## src/rtl/mult_pkg.sv

```systemverilog
// Shared types and constants for the sequential shift-add multiplier.
// Imported by the top, the magnitude helper and the testbench.
package mult_pkg;

   typedef enum logic [1:0] {
      IDLE = 2'd0,
      RUN  = 2'd1,
      DONE = 2'd2
   } state_t;

   localparam logic MULT_SIGNED   = 1'b1;
   localparam logic MULT_UNSIGNED = 1'b0;

   // Width of the RUN-cycle counter; cnt only ever reaches WIDTH-1.
   function automatic int clog2(input int value);
      return $clog2(value);
   endfunction

endpackage

```

## src/rtl/seq_multiplier_if.sv

```systemverilog
// Operand/product bus of seq_multiplier: request channel in, product channel out.
interface seq_multiplier_if #(
   parameter int WIDTH = 8
);

   // Both channels use strict valid/ready: a transfer happens on the rising
   // edge where valid && ready; the sender holds its payload stable until then,
   // and valid never waits on ready (ready may depend on valid, not vice versa).
   logic                 in_valid;
   logic                 in_ready;
   logic [WIDTH-1:0]     a;
   logic [WIDTH-1:0]     b;
   logic                 signed_mode;
   logic                 out_valid;
   logic                 out_ready;
   logic [2*WIDTH-1:0]   p;
   logic                 busy;

   modport master (
      output in_valid,
      output a,
      output b,
      output signed_mode,
      output out_ready,
      input  in_ready,
      input  out_valid,
      input  p,
      input  busy
   );

   modport slave (
      input  in_valid,
      input  a,
      input  b,
      input  signed_mode,
      input  out_ready,
      output in_ready,
      output out_valid,
      output p,
      output busy
   );

endinterface

```

## src/rtl/mult_abs.sv

```systemverilog
// Operand magnitude for the multiplier: WIDTH+1 bits so that -2^(WIDTH-1)
// maps to +2^(WIDTH-1) without wrapping; o_sign is set only in signed mode.
module mult_abs
   import mult_pkg::*;
#(
   parameter int WIDTH = 8
) (
   input  logic [WIDTH-1:0] i_op,
   input  logic             i_signed_mode,
   output logic [WIDTH:0]   o_mag,
   output logic             o_sign
);

   logic           w_neg;
   logic [WIDTH:0] w_ext;

   assign w_neg  = (i_signed_mode == MULT_SIGNED) && i_op[WIDTH-1];
   // Sign-extend negatives, zero-extend everything else, then negate in WIDTH+1 bits.
   assign w_ext  = {w_neg, i_op};
   assign o_mag  = w_neg ? (~w_ext + 1'b1) : w_ext;
   assign o_sign = w_neg;

endmodule

```

## src/rtl/seq_multiplier.sv

```systemverilog
// WIDTH x WIDTH shift-add multiplier, one partial product per cycle, fixed
// latency of WIDTH cycles; unsigned or two's-complement via sign/magnitude.
module seq_multiplier
   import mult_pkg::*;
#(
   parameter int WIDTH = 8
) (
   input  logic            clk,
   input  logic            rst_n,
   seq_multiplier_if.slave io_mult,
   output state_t          o_state
);

   localparam int CNT_W = clog2(WIDTH);
   localparam int PW    = 2 * WIDTH;

   state_t           r_state;
   logic [WIDTH:0]   r_mcand;
   logic [WIDTH:0]   r_mplier;
   logic [PW-1:0]    r_acc;
   logic [PW-1:0]    r_p;
   logic [CNT_W-1:0] r_cnt;
   logic             r_neg;
   logic             r_out_valid;
   logic             r_ready_en;

   state_t           w_state_nxt;
   logic [WIDTH:0]   w_mcand_nxt;
   logic [WIDTH:0]   w_mplier_nxt;
   logic [PW-1:0]    w_acc_nxt;
   logic [PW-1:0]    w_p_nxt;
   logic [CNT_W-1:0] w_cnt_nxt;
   logic             w_neg_nxt;
   logic             w_out_valid_nxt;

   logic [WIDTH:0]   w_mag_a;
   logic [WIDTH:0]   w_mag_b;
   logic             w_sign_a;
   logic             w_sign_b;
   logic             w_accept;
   logic             w_last;
   logic [PW-1:0]    w_addend;
   logic [PW-1:0]    w_acc_sum;

   mult_abs #(.WIDTH(WIDTH)) u_abs_a (
      .i_op          (io_mult.a),
      .i_signed_mode (io_mult.signed_mode),
      .o_mag         (w_mag_a),
      .o_sign        (w_sign_a)
   );

   mult_abs #(.WIDTH(WIDTH)) u_abs_b (
      .i_op          (io_mult.b),
      .i_signed_mode (io_mult.signed_mode),
      .o_mag         (w_mag_b),
      .o_sign        (w_sign_b)
   );

   // r_ready_en keeps in_ready low while reset is held and through the reset edge.
   assign io_mult.in_ready  = (r_state == IDLE) && r_ready_en;
   assign io_mult.out_valid = r_out_valid;
   assign io_mult.p         = r_p;
   assign io_mult.busy      = (r_state != IDLE);
   assign o_state           = r_state;

   assign w_accept  = io_mult.in_valid && io_mult.in_ready;
   assign w_last    = (r_cnt == CNT_W'(WIDTH - 1));
   assign w_addend  = r_mplier[0] ? (PW'(r_mcand) << r_cnt) : '0;
   assign w_acc_sum = r_acc + w_addend;

   always_comb begin
      w_state_nxt     = r_state;
      w_mcand_nxt     = r_mcand;
      w_mplier_nxt    = r_mplier;
      w_acc_nxt       = r_acc;
      w_p_nxt         = r_p;
      w_cnt_nxt       = r_cnt;
      w_neg_nxt       = r_neg;
      w_out_valid_nxt = r_out_valid;

      case (r_state)
         IDLE: begin
            if (w_accept) begin
               w_mcand_nxt  = w_mag_a;
               w_mplier_nxt = w_mag_b;
               w_neg_nxt    = w_sign_a ^ w_sign_b;
               w_acc_nxt    = '0;
               w_cnt_nxt    = '0;
               w_state_nxt  = RUN;
            end
         end
         RUN: begin
            w_acc_nxt    = w_acc_sum;
            w_mplier_nxt = r_mplier >> 1;
            w_cnt_nxt    = r_cnt + 1'b1;
            if (w_last) begin
               w_p_nxt         = r_neg ? (~w_acc_sum + PW'(1)) : w_acc_sum;
               w_out_valid_nxt = 1'b1;
               w_state_nxt     = DONE;
            end
         end
         DONE: begin
            if (io_mult.out_ready) begin
               w_out_valid_nxt = 1'b0;
               w_state_nxt     = IDLE;
            end
         end
         default: begin
            w_out_valid_nxt = 1'b0;
            w_state_nxt     = IDLE;
         end
      endcase
   end

   always_ff @(posedge clk) begin
      if (!rst_n) begin
         r_state     <= IDLE;
         r_mcand     <= '0;
         r_mplier    <= '0;
         r_acc       <= '0;
         r_p         <= '0;
         r_cnt       <= '0;
         r_neg       <= 1'b0;
         r_out_valid <= 1'b0;
         r_ready_en  <= 1'b0;
      end else begin
         r_state     <= w_state_nxt;
         r_mcand     <= w_mcand_nxt;
         r_mplier    <= w_mplier_nxt;
         r_acc       <= w_acc_nxt;
         r_p         <= w_p_nxt;
         r_cnt       <= w_cnt_nxt;
         r_neg       <= w_neg_nxt;
         r_out_valid <= w_out_valid_nxt;
         r_ready_en  <= 1'b1;
      end
   end

endmodule
```

## src/flat_wrapper.sv

```systemverilog
// flat-port wrapper written by rule: the top's interface ports become plain ports
module seq_multiplier_flat import mult_pkg::*;
#(
   parameter int WIDTH = 8
)
  (clk, rst_n, o_state, io_mult_in_valid, io_mult_a, io_mult_b, io_mult_signed_mode, io_mult_out_ready, io_mult_in_ready, io_mult_out_valid, io_mult_p, io_mult_busy);
  seq_multiplier_if #(.WIDTH(WIDTH)) io_mult_i ();
  input  logic clk;
  input  logic rst_n;
  output state_t o_state;
  input wire logic [$bits(io_mult_i.in_valid)-1:0] io_mult_in_valid;
  input wire logic [$bits(io_mult_i.a)-1:0] io_mult_a;
  input wire logic [$bits(io_mult_i.b)-1:0] io_mult_b;
  input wire logic [$bits(io_mult_i.signed_mode)-1:0] io_mult_signed_mode;
  input wire logic [$bits(io_mult_i.out_ready)-1:0] io_mult_out_ready;
  output wire logic [$bits(io_mult_i.in_ready)-1:0] io_mult_in_ready;
  output wire logic [$bits(io_mult_i.out_valid)-1:0] io_mult_out_valid;
  output wire logic [$bits(io_mult_i.p)-1:0] io_mult_p;
  output wire logic [$bits(io_mult_i.busy)-1:0] io_mult_busy;
  assign io_mult_i.in_valid = io_mult_in_valid;
  assign io_mult_i.a = io_mult_a;
  assign io_mult_i.b = io_mult_b;
  assign io_mult_i.signed_mode = io_mult_signed_mode;
  assign io_mult_i.out_ready = io_mult_out_ready;
  assign io_mult_in_ready = io_mult_i.in_ready;
  assign io_mult_out_valid = io_mult_i.out_valid;
  assign io_mult_p = io_mult_i.p;
  assign io_mult_busy = io_mult_i.busy;
  seq_multiplier #(.WIDTH(WIDTH)) u_core (.clk(clk), .rst_n(rst_n), .io_mult(io_mult_i), .o_state(o_state));
endmodule
```

## config.mk

```make
export PLATFORM = sky130hd
export DESIGN_NAME = seq_multiplier_flat
export DESIGN_NICKNAME = d
export VERILOG_FILES = /design/src/rtl/mult_pkg.sv /design/src/rtl/seq_multiplier_if.sv /design/src/rtl/mult_abs.sv /design/src/rtl/seq_multiplier.sv /design/src/flat_wrapper.sv
export SDC_FILE = /design/constraint.sdc
export NUM_CORES = 1
export LEC_CHECK = 0
export ABC_AREA = 1
export ABC_CLOCK_PERIOD_IN_PS = 3000
export BUFFER_PORTS_ARGS = -buffer_cell sky130_fd_sc_hd__buf_2
export CORE_ASPECT_RATIO = 1.25
export CORE_UTILIZATION = 50
export DETAILED_ROUTE_END_ITERATION = 16
export PLACE_DENSITY_LB_ADDON = 0.15
export SLEW_MARGIN = 25
export SYNTH_ARGS = -nofsm -noshare
export SYNTH_HDL_FRONTEND = slang
export SYNTH_SLANG_ARGS = --single-unit
```

## constraint.sdc

```tcl
create_clock -name clk -period 3 [get_ports clk]
set_clock_uncertainty 0.2 [all_clocks]
set_input_delay 0.6 -clock clk [delete_from_list [all_inputs] [get_ports clk]]
set_output_delay 0.6 -clock clk [all_outputs]
set_load 0.01 [all_outputs]
```

==> reports/qor.txt, run 1 <==
#FFs+latches synth: 58
Final setup viols: 5
FF-to-FF setup slack: -0.08 ns
post-detail-place hpwl: 9120 um
most frequent cells in the layout: 188 x nand2_1, 86 x inv_1, 68 x buf_4
CP max FO: 6
DRT Pass-1 Iters: 7
Initial Util: 52.3%
Hold WC Path Type: flop to flop
Placeable Area: 7880 sq um
Synth cell types: 40
number of global-route vias before repair: 4515
Fill cells: 632
number of core rows: 36
sequential element share of the synthesized area: 28.1%
DRT antenna net count: 0
final period utilization: 103%
FFs w/ async S/R, synth: 0%
Worst VDD drop: 0.323 mV
Multi-input gate area: 3090 sq um
worst path required time: 3.06 ns
CP Capture Type: flop
die area: 8620 sq um
Mapped Area: 4130 sq um
# IOs: 42
Synth warnings: 0
crit path launch type: flop
unrepaired setup endpoints after global routing: yes
PD cells: 339 nW/um^2
commonest non-fill, non-tap cell in the layout: nand2_1
clock sink count: 58
Seq. cell area: 1170 sq um
Pleak: 2.75 nW
CTS H-tree depth: 3
global-route wire length before repair: 20200 um
initial antenna violation count: 0
DIE HEIGHT: 104 um
max-slew headroom at the worst pin: 37.4%
global route overflow: 0
Syn-to-layout area delta: 39.0%
TritonCTS clock tree: yes
DRT Wirelength: 14200 um
Slew Viols, Final: 0
total track usage: 29.2%
clock root cell: clkbuf_8
ant diodes: 0
Worst Path Arrival: 3.15 ns
Clock Latency Late Sink: 0.36 ns
gpl congestion: 0.923
routed via count: 5033
Synth Instances: 677
Mapped Nets: 719
Mean Syn Cell Area: 6.09 sq um
achievable frequency: 324 MHz
cts bufs inserted: 9
WL per Instance: 16.1 um
Post-synth top flop: dfxtp_1
die width: 83.2 um
pre-CTS setup slack: -0.273 ns
Crit Path Class: flop to flop
Final Hold Vio Count: 0
NumNets Final: 821
Post-synth EDFFs: 0
clock period minus final worst setup slack: 3.08 ns
maximum root-to-sink buffer count: 2
Reg clk slew, reported paths: 0.07 ns
fin worst setup slack: -0.0850 ns
fraction of layout cells with a size suffix above 1: 34.3%
Power Total: 1.95 mW
Vias/cell: 5.73
run status: finished, violations left
max cap viols: 0
worst-margin pin slew: 0.933 ns
DRC Markers: 0
failing checks: setup timing
largest net degree at the start of global routing: 30
initial drt markers: 369
port bufs: 41
[critical path, cell delays in order, from the launching register on]
cell and delay, ns:
dfxtp_2 0.36, clkinvlp_4 0.14, buf_2 0.20, o21ai_2 0.22
o22ai_4 0.13, ha_4 0.33, nand2_2 0.08, nor2_1 0.14
nand3_2 0.14, nand3_1 0.13, nand2_1 0.11, nor2_2 0.17
nand2_4 0.08, o21ai_4 0.19, nand2_1 0.09, nand2_1 0.09
nand3_1 0.08, nand2_1 0.07, inv_1 0.03
[synth_stat cells (2+ instances only)]
master / instances / area [sq um]
xor2_1: 6 / 52.6
nand4_1: 3 / 18.8
nand2_1: 226 / 848
a21oi_1: 41 / 205
o31ai_1: 3 / 22.5
inv_1: 93 / 349
nand2_2: 8 / 50.1
clkinv_1: 2 / 7.51
a21oi_2: 2 / 17.5
nor2_2: 2 / 12.5
clkbuf_1: 17 / 63.8
nor3_1: 6 / 30.0
ha_1: 20 / 250
o211ai_1: 3 / 22.5
buf_2: 5 / 25.0
nand3_2: 3 / 30.0
o22ai_1: 8 / 50.1
inv_2: 2 / 7.51
xnor2_1: 3 / 26.3
dfxtp_1: 58 / 1160
a31oi_1: 9 / 56.3
o21a_1: 2 / 15.0
and2_1: 3 / 18.8
nand3_1: 45 / 225
nor2_1: 51 / 191
o21ai_0: 35 / 175
o221ai_1: 8 / 70.1
[per-layer routing]
| metal | track usage [%] | up-vias | routed length, um |
|---|---|---|---|
| met2 | 50.4 | 228 | 7030 |
| met5 | 0 | - | 0 |
| met3 | 5.90 | 77 | 830 |
| li1 | - | 2384 | - |
| met4 | 17.7 | 0 | 878 |
| met1 | 32.8 | 2344 | 5450 |
[kinds of logic after synthesis]
family | count (synthesis) | synth area share, %
AND/OR/NAND/NOR | 352 | 35.6
buffers and inverters | 120 | 11.1
adder cells (fa/ha/maj) | 21 | 6.55
flip-flops | 58 | 28.1
AO/OA/AOI/OAI | 116 | 16.5
multiplexers | 1 | 0.243
XOR/XNOR | 9 | 1.91
[metrics by stage]
step | setup TNS, ns | hold WS (ns) | cell area [sq um] | std cells | util (%)
floorplan | 0 | 0.215 | 4130 | 677 | -
global placement | -1.93 | 0.232 | 4720 | 838 | 59.9
detailed placement | -2.26 | 0.237 | 4720 | 838 | 59.9
CTS | 0 | 0.253 | 5080 | 863 | 64.5
global route | -2.00 | 0.279 | 5730 | 879 | 72.7
finish | -0.227 | 0.254 | 5730 | 879 | 72.7
[path summary, 6_finish.rpt]
check | from | to | depth (start not counted)
hold reg to reg | u_core.r_mplier[8] | u_core.r_mplier[8] | 2
setup / recovery | u_core.r_cnt[1] | u_core.io_mult.p[12] | 18
setup reg to reg | u_core.r_cnt[1] | u_core.io_mult.p[12] | 18
hold / removal | u_core.r_mplier[8] | u_core.r_mplier[8] | 2
[area by class of cell]
class                   instances  area share, %
clock buffers                  12           2.53
clock inverters                 4           1.29
inverters                      97           6.46
multi-input cells             499           53.8
flip-flops and latches         58           20.3
well taps                      95           2.07
repair buffers                114           13.5
[power by group]
part	switching (mW)	internal (mW)
registers	0.0200	0.789
clock network	0.328	0.492
logic	0.196	0.121
total	0.544	1.40
[flip-flops by register name (all words and copies together), names as in the netlist]
name / cells
u_core.r_cnt: 3
u_core.io_mult.out_valid: 1
u_core.r_ready_en: 1
u_core.o_state: 2
u_core.r_neg: 1
u_core.io_mult.p: 16
u_core.r_mplier: 9
u_core.r_acc: 16
u_core.r_mcand: 9
[timing repair]
action                                  in CTS  in global routing
pin swaps                                   20                 53
endpoints found under the setup margin      13                 19
hold buffers                                 0                  0
buffers inserted                             9                 16
gates resized for setup                     30                138
No activity file was read; power rests on OpenSTA's default activity.
==> run 2: changes to the inputs <==
--- a/config.mk
+++ b/config.mk
@@ -9,10 +9,11 @@
 export ABC_CLOCK_PERIOD_IN_PS = 3000
 export BUFFER_PORTS_ARGS = -buffer_cell sky130_fd_sc_hd__buf_2
 export CORE_ASPECT_RATIO = 1.25
-export CORE_UTILIZATION = 50
+export CORE_UTILIZATION = 45
 export DETAILED_ROUTE_END_ITERATION = 16
 export PLACE_DENSITY_LB_ADDON = 0.15
 export SLEW_MARGIN = 25
 export SYNTH_ARGS = -nofsm -noshare
 export SYNTH_HDL_FRONTEND = slang
+export SYNTH_HIERARCHICAL = 1
 export SYNTH_SLANG_ARGS = --single-unit
==> run 2 against run 1 <==
Against the previous run: clock power increased by 35%; cell count increased by 8.4%; wire length decreased by 1.6%; sequential share of layout area decreased by 1.8 points; sequential cell count unchanged; the run now ends clean; die area increased by 18%; setup slack improved by 0.12 ns; global-route usage decreased by 2.4 points; critical endpoint is now u_core/io_mult.p[15]; non-clock buffer count increased by 2; synthesized cell count increased by 6.9%.
==> reports/qor.txt, run 2 <==
Synth warnings: 6 (+6)
global route overflow: 0 (unchanged)
#FFs+latches synth: 58 (unchanged)
gpl congestion: 0.954 (+3.3%)
Worst VDD drop: 0.242 mV (-25%)
Vias/cell: 5.26 (-8.1%)
maximum root-to-sink buffer count: 2 (unchanged)
met3 wire len: 635 um (-23%)
largest net degree at the start of global routing: 36 (+20%)
Post-synth top flop: dfxtp_1
CP Capture Type: flop
Final setup viols: 0 (-5)
# IOs: 42 (unchanged)
Seq. cell area: 1170 sq um (unchanged)
Mapped Area: 4390 sq um (+6.3%)
DRT antenna net count: 0 (unchanged)
final cell count without fillers: 953 (+8.4%)
PD cells: 389 nW/um^2 (+15%)
Placed Instances: 915 (+9.2%)
sequential element share of the synthesized area: 26.5% (-1.7 points)
unrepaired setup endpoints after global routing: yes
initial antenna violation count: 0 (unchanged)
Crit Path Class: flop to flop
fraction of layout cells with a size suffix above 1: 37.2% (+2.9 points)
Synth cell types: 40 (unchanged)
post-detail-place hpwl: 9620 um (+5.5%)
Power Total: 2.45 mW (+26%)
hold_ws: 0.265 ns (+0.0113 ns)
CTS Hold Bufs: 0 (unchanged)
DIE HEIGHT: 112 um (+8.5%)
CTS H-tree depth: 3 (unchanged)
Mapped Nets: 766 (+6.5%)
initial drt markers: 357 (-3.3%)
NumNets Final: 867 (+5.6%)
top cell type's share of synthesized area: 26.5% (-1.7 points)
Final Hold Vio Count: 0 (unchanged)
number of core rows: 39 (+8.3%)
CP max FO: 7 (+1)
DRC Markers: 0 (unchanged)
Reg clk slew, reported paths: 0.05 ns (-0.02 ns)
Fill cells: 812 (+28%)
Placeable Area: 9320 sq um (+18%)
FFs w/ async S/R, synth: 0% (unchanged)
total track usage: 26.8% (-2.4 points)
global-route wire length before repair: 21700 um (+7.3%)
WL per Instance: 14.7 um (-9.2%)
clock sink count: 58 (unchanged)
Clock Latency Late Sink: 0.33 ns (-0.03 ns)
number of global-route vias before repair: 4758 (+5.4%)
port bufs: 41 (unchanged)
Mean Syn Cell Area: 6.06 sq um (-0.56%)
run status: completed
Syn-to-layout area delta: 43.5%
post-synth top area cell: dfxtp_1
final period utilization: 98.8% (-4.1 points)
most frequent cells in the layout: 177 x nand2_1, 85 x inv_1, 69 x buf_4
DRT Wirelength: 14000 um (-1.6%)
Synth top cells by count: 225 x nand2_1, 92 x inv_1, 58 x dfxtp_1
max-slew headroom at the worst pin: 47.6% (+10 points)
Multi-input gate area: 3470 sq um (+13%)
Worst Path Arrival: 3.03 ns (-0.12 ns)
clock period minus final worst setup slack: 2.96 ns (-0.122 ns)
crit path launch type: flop
Slew Viols, Final: 0 (unchanged)
worst-margin pin slew: 0.785 ns (-0.148 ns)
TritonCTS clock tree: yes
die width: 90.3 um (+8.5%)
wl on met1: 5750 um (+5.6%)
worst path required time: 3.07 ns (about the same)
Pleak: 3.01 nW (+9.3%)
clock root cell: clkbuf_16
ant diodes: 0 (unchanged)
routed via count: 5012 (-0.42%)
max cap viols: 0 (unchanged)
commonest non-fill, non-tap cell in the layout: nand2_1
achievable frequency: 337 MHz (+4.1%)
DRT Pass-1 Iters: 5 (-2)
final setup TNS: 0 ns (+0.227 ns)
metal2 WL: 7210 um (+2.6%)
max layer used: met4
Synth Instances: 724 (+6.9%)
Hold WC Path Type: flop to flop
Post-synth EDFFs: 0 (unchanged)
most numerous cell in the Yosys netlist: nand2_1
die area: 10100 sq um (+18%)
Initial Util: 47.1% (-5.3 points)
cts bufs inserted: 9 (unchanged)
ranking of synthesized cells by area: dfxtp_1 26%, nand2_1 19%, inv_1 7.9%
run 2: critical path, cell delays in order, from the launching register on:
cell and delay, ns:
dfxtp_4 0.38, buf_6 0.14, nand2_2 0.08, o21ai_4 0.07
o21ai_2 0.24, o22ai_4 0.12, ha_4 0.29, buf_4 0.15
inv_1 0.06, nand3_1 0.10, nand2_2 0.11, nand2_2 0.07
nor2_4 0.14, nand3_4 0.11, nor2_4 0.16, nand2_2 0.10
nand2_4 0.09, nand2_1 0.06, nand2_1 0.07, nand2_2 0.05
a21oi_2 0.12
run 2: final timing paths:
check | start | slack, ns | cells after the start | endpoint
max | u_core/r_cnt[0] | 0.04 | 20 | u_core/io_mult.p[15]
min | u_core/r_mplier[8] | 0.27 | 2 | u_core/r_mplier[8]
max reg2reg | u_core/r_cnt[0] | 0.04 | 20 | u_core/io_mult.p[15]
min reg2reg | u_core/r_mplier[8] | 0.27 | 2 | u_core/r_mplier[8]
run 2: logic make-up (layout without fill, tap and decap cells):
group,Yosys count,in the layout,share of synthesized area [%]
AND/OR/NAND/NOR,372,372,36.3
other,2,2,0.171
XOR/XNOR,12,12,2.40
flip-flops,58,58,26.5
buffers and inverters,125,231,11.3
adder cells (fa/ha/maj),21,21,6.16
AO/OA/AOI/OAI,134,134,17.2
run 2: per-stage QoR:
step | utilization (%) | setup slack, ns | cell area, sq um
detailed placement | 54.0 | -0.286 | 5030
finish | 67.6 | 0.0368 | 6300
floorplan | - | 0.0886 | 4390
global route | 67.6 | -0.125 | 6300
global placement | 54.0 | -0.168 | 5030
CTS | 59.4 | 0.00378 | 5530
run 2: cell type report:
class	count	area share [%]
inverters	99	5.98
clock buffers	9	3.58
repair buffers	116	12.8
clock inverters	7	1.47
multi-input cells	541	55.2
flip-flops and latches	58	18.5
well taps	123	2.44
run 2: report_power, final:
part | switching [mW] | internal (mW) | leakage (nW) | total (mW)
Combinational | 0.302 | 0.220 | 2.37 | 0.522
Sequential | 0.0203 | 0.797 | 0.472 | 0.818
Clock | 0.382 | 0.726 | 0.160 | 1.11
run 2: routing by layer:
metal / global-route usage [%] / up-vias
li1: - / 2518
met1: 30.9 / 2325
met2: 48.9 / 139
met3: 4.54 / 30
met4: 11.0 / 0
met5: 0 / -
run 2: what timing repair did:
item                                    in CTS  in global routing
endpoints found under the setup margin      10                 18
resized for setup                           46                154
gates cloned                                 0                  1
buffers inserted                             9                 12
pin swaps                                   18                 68
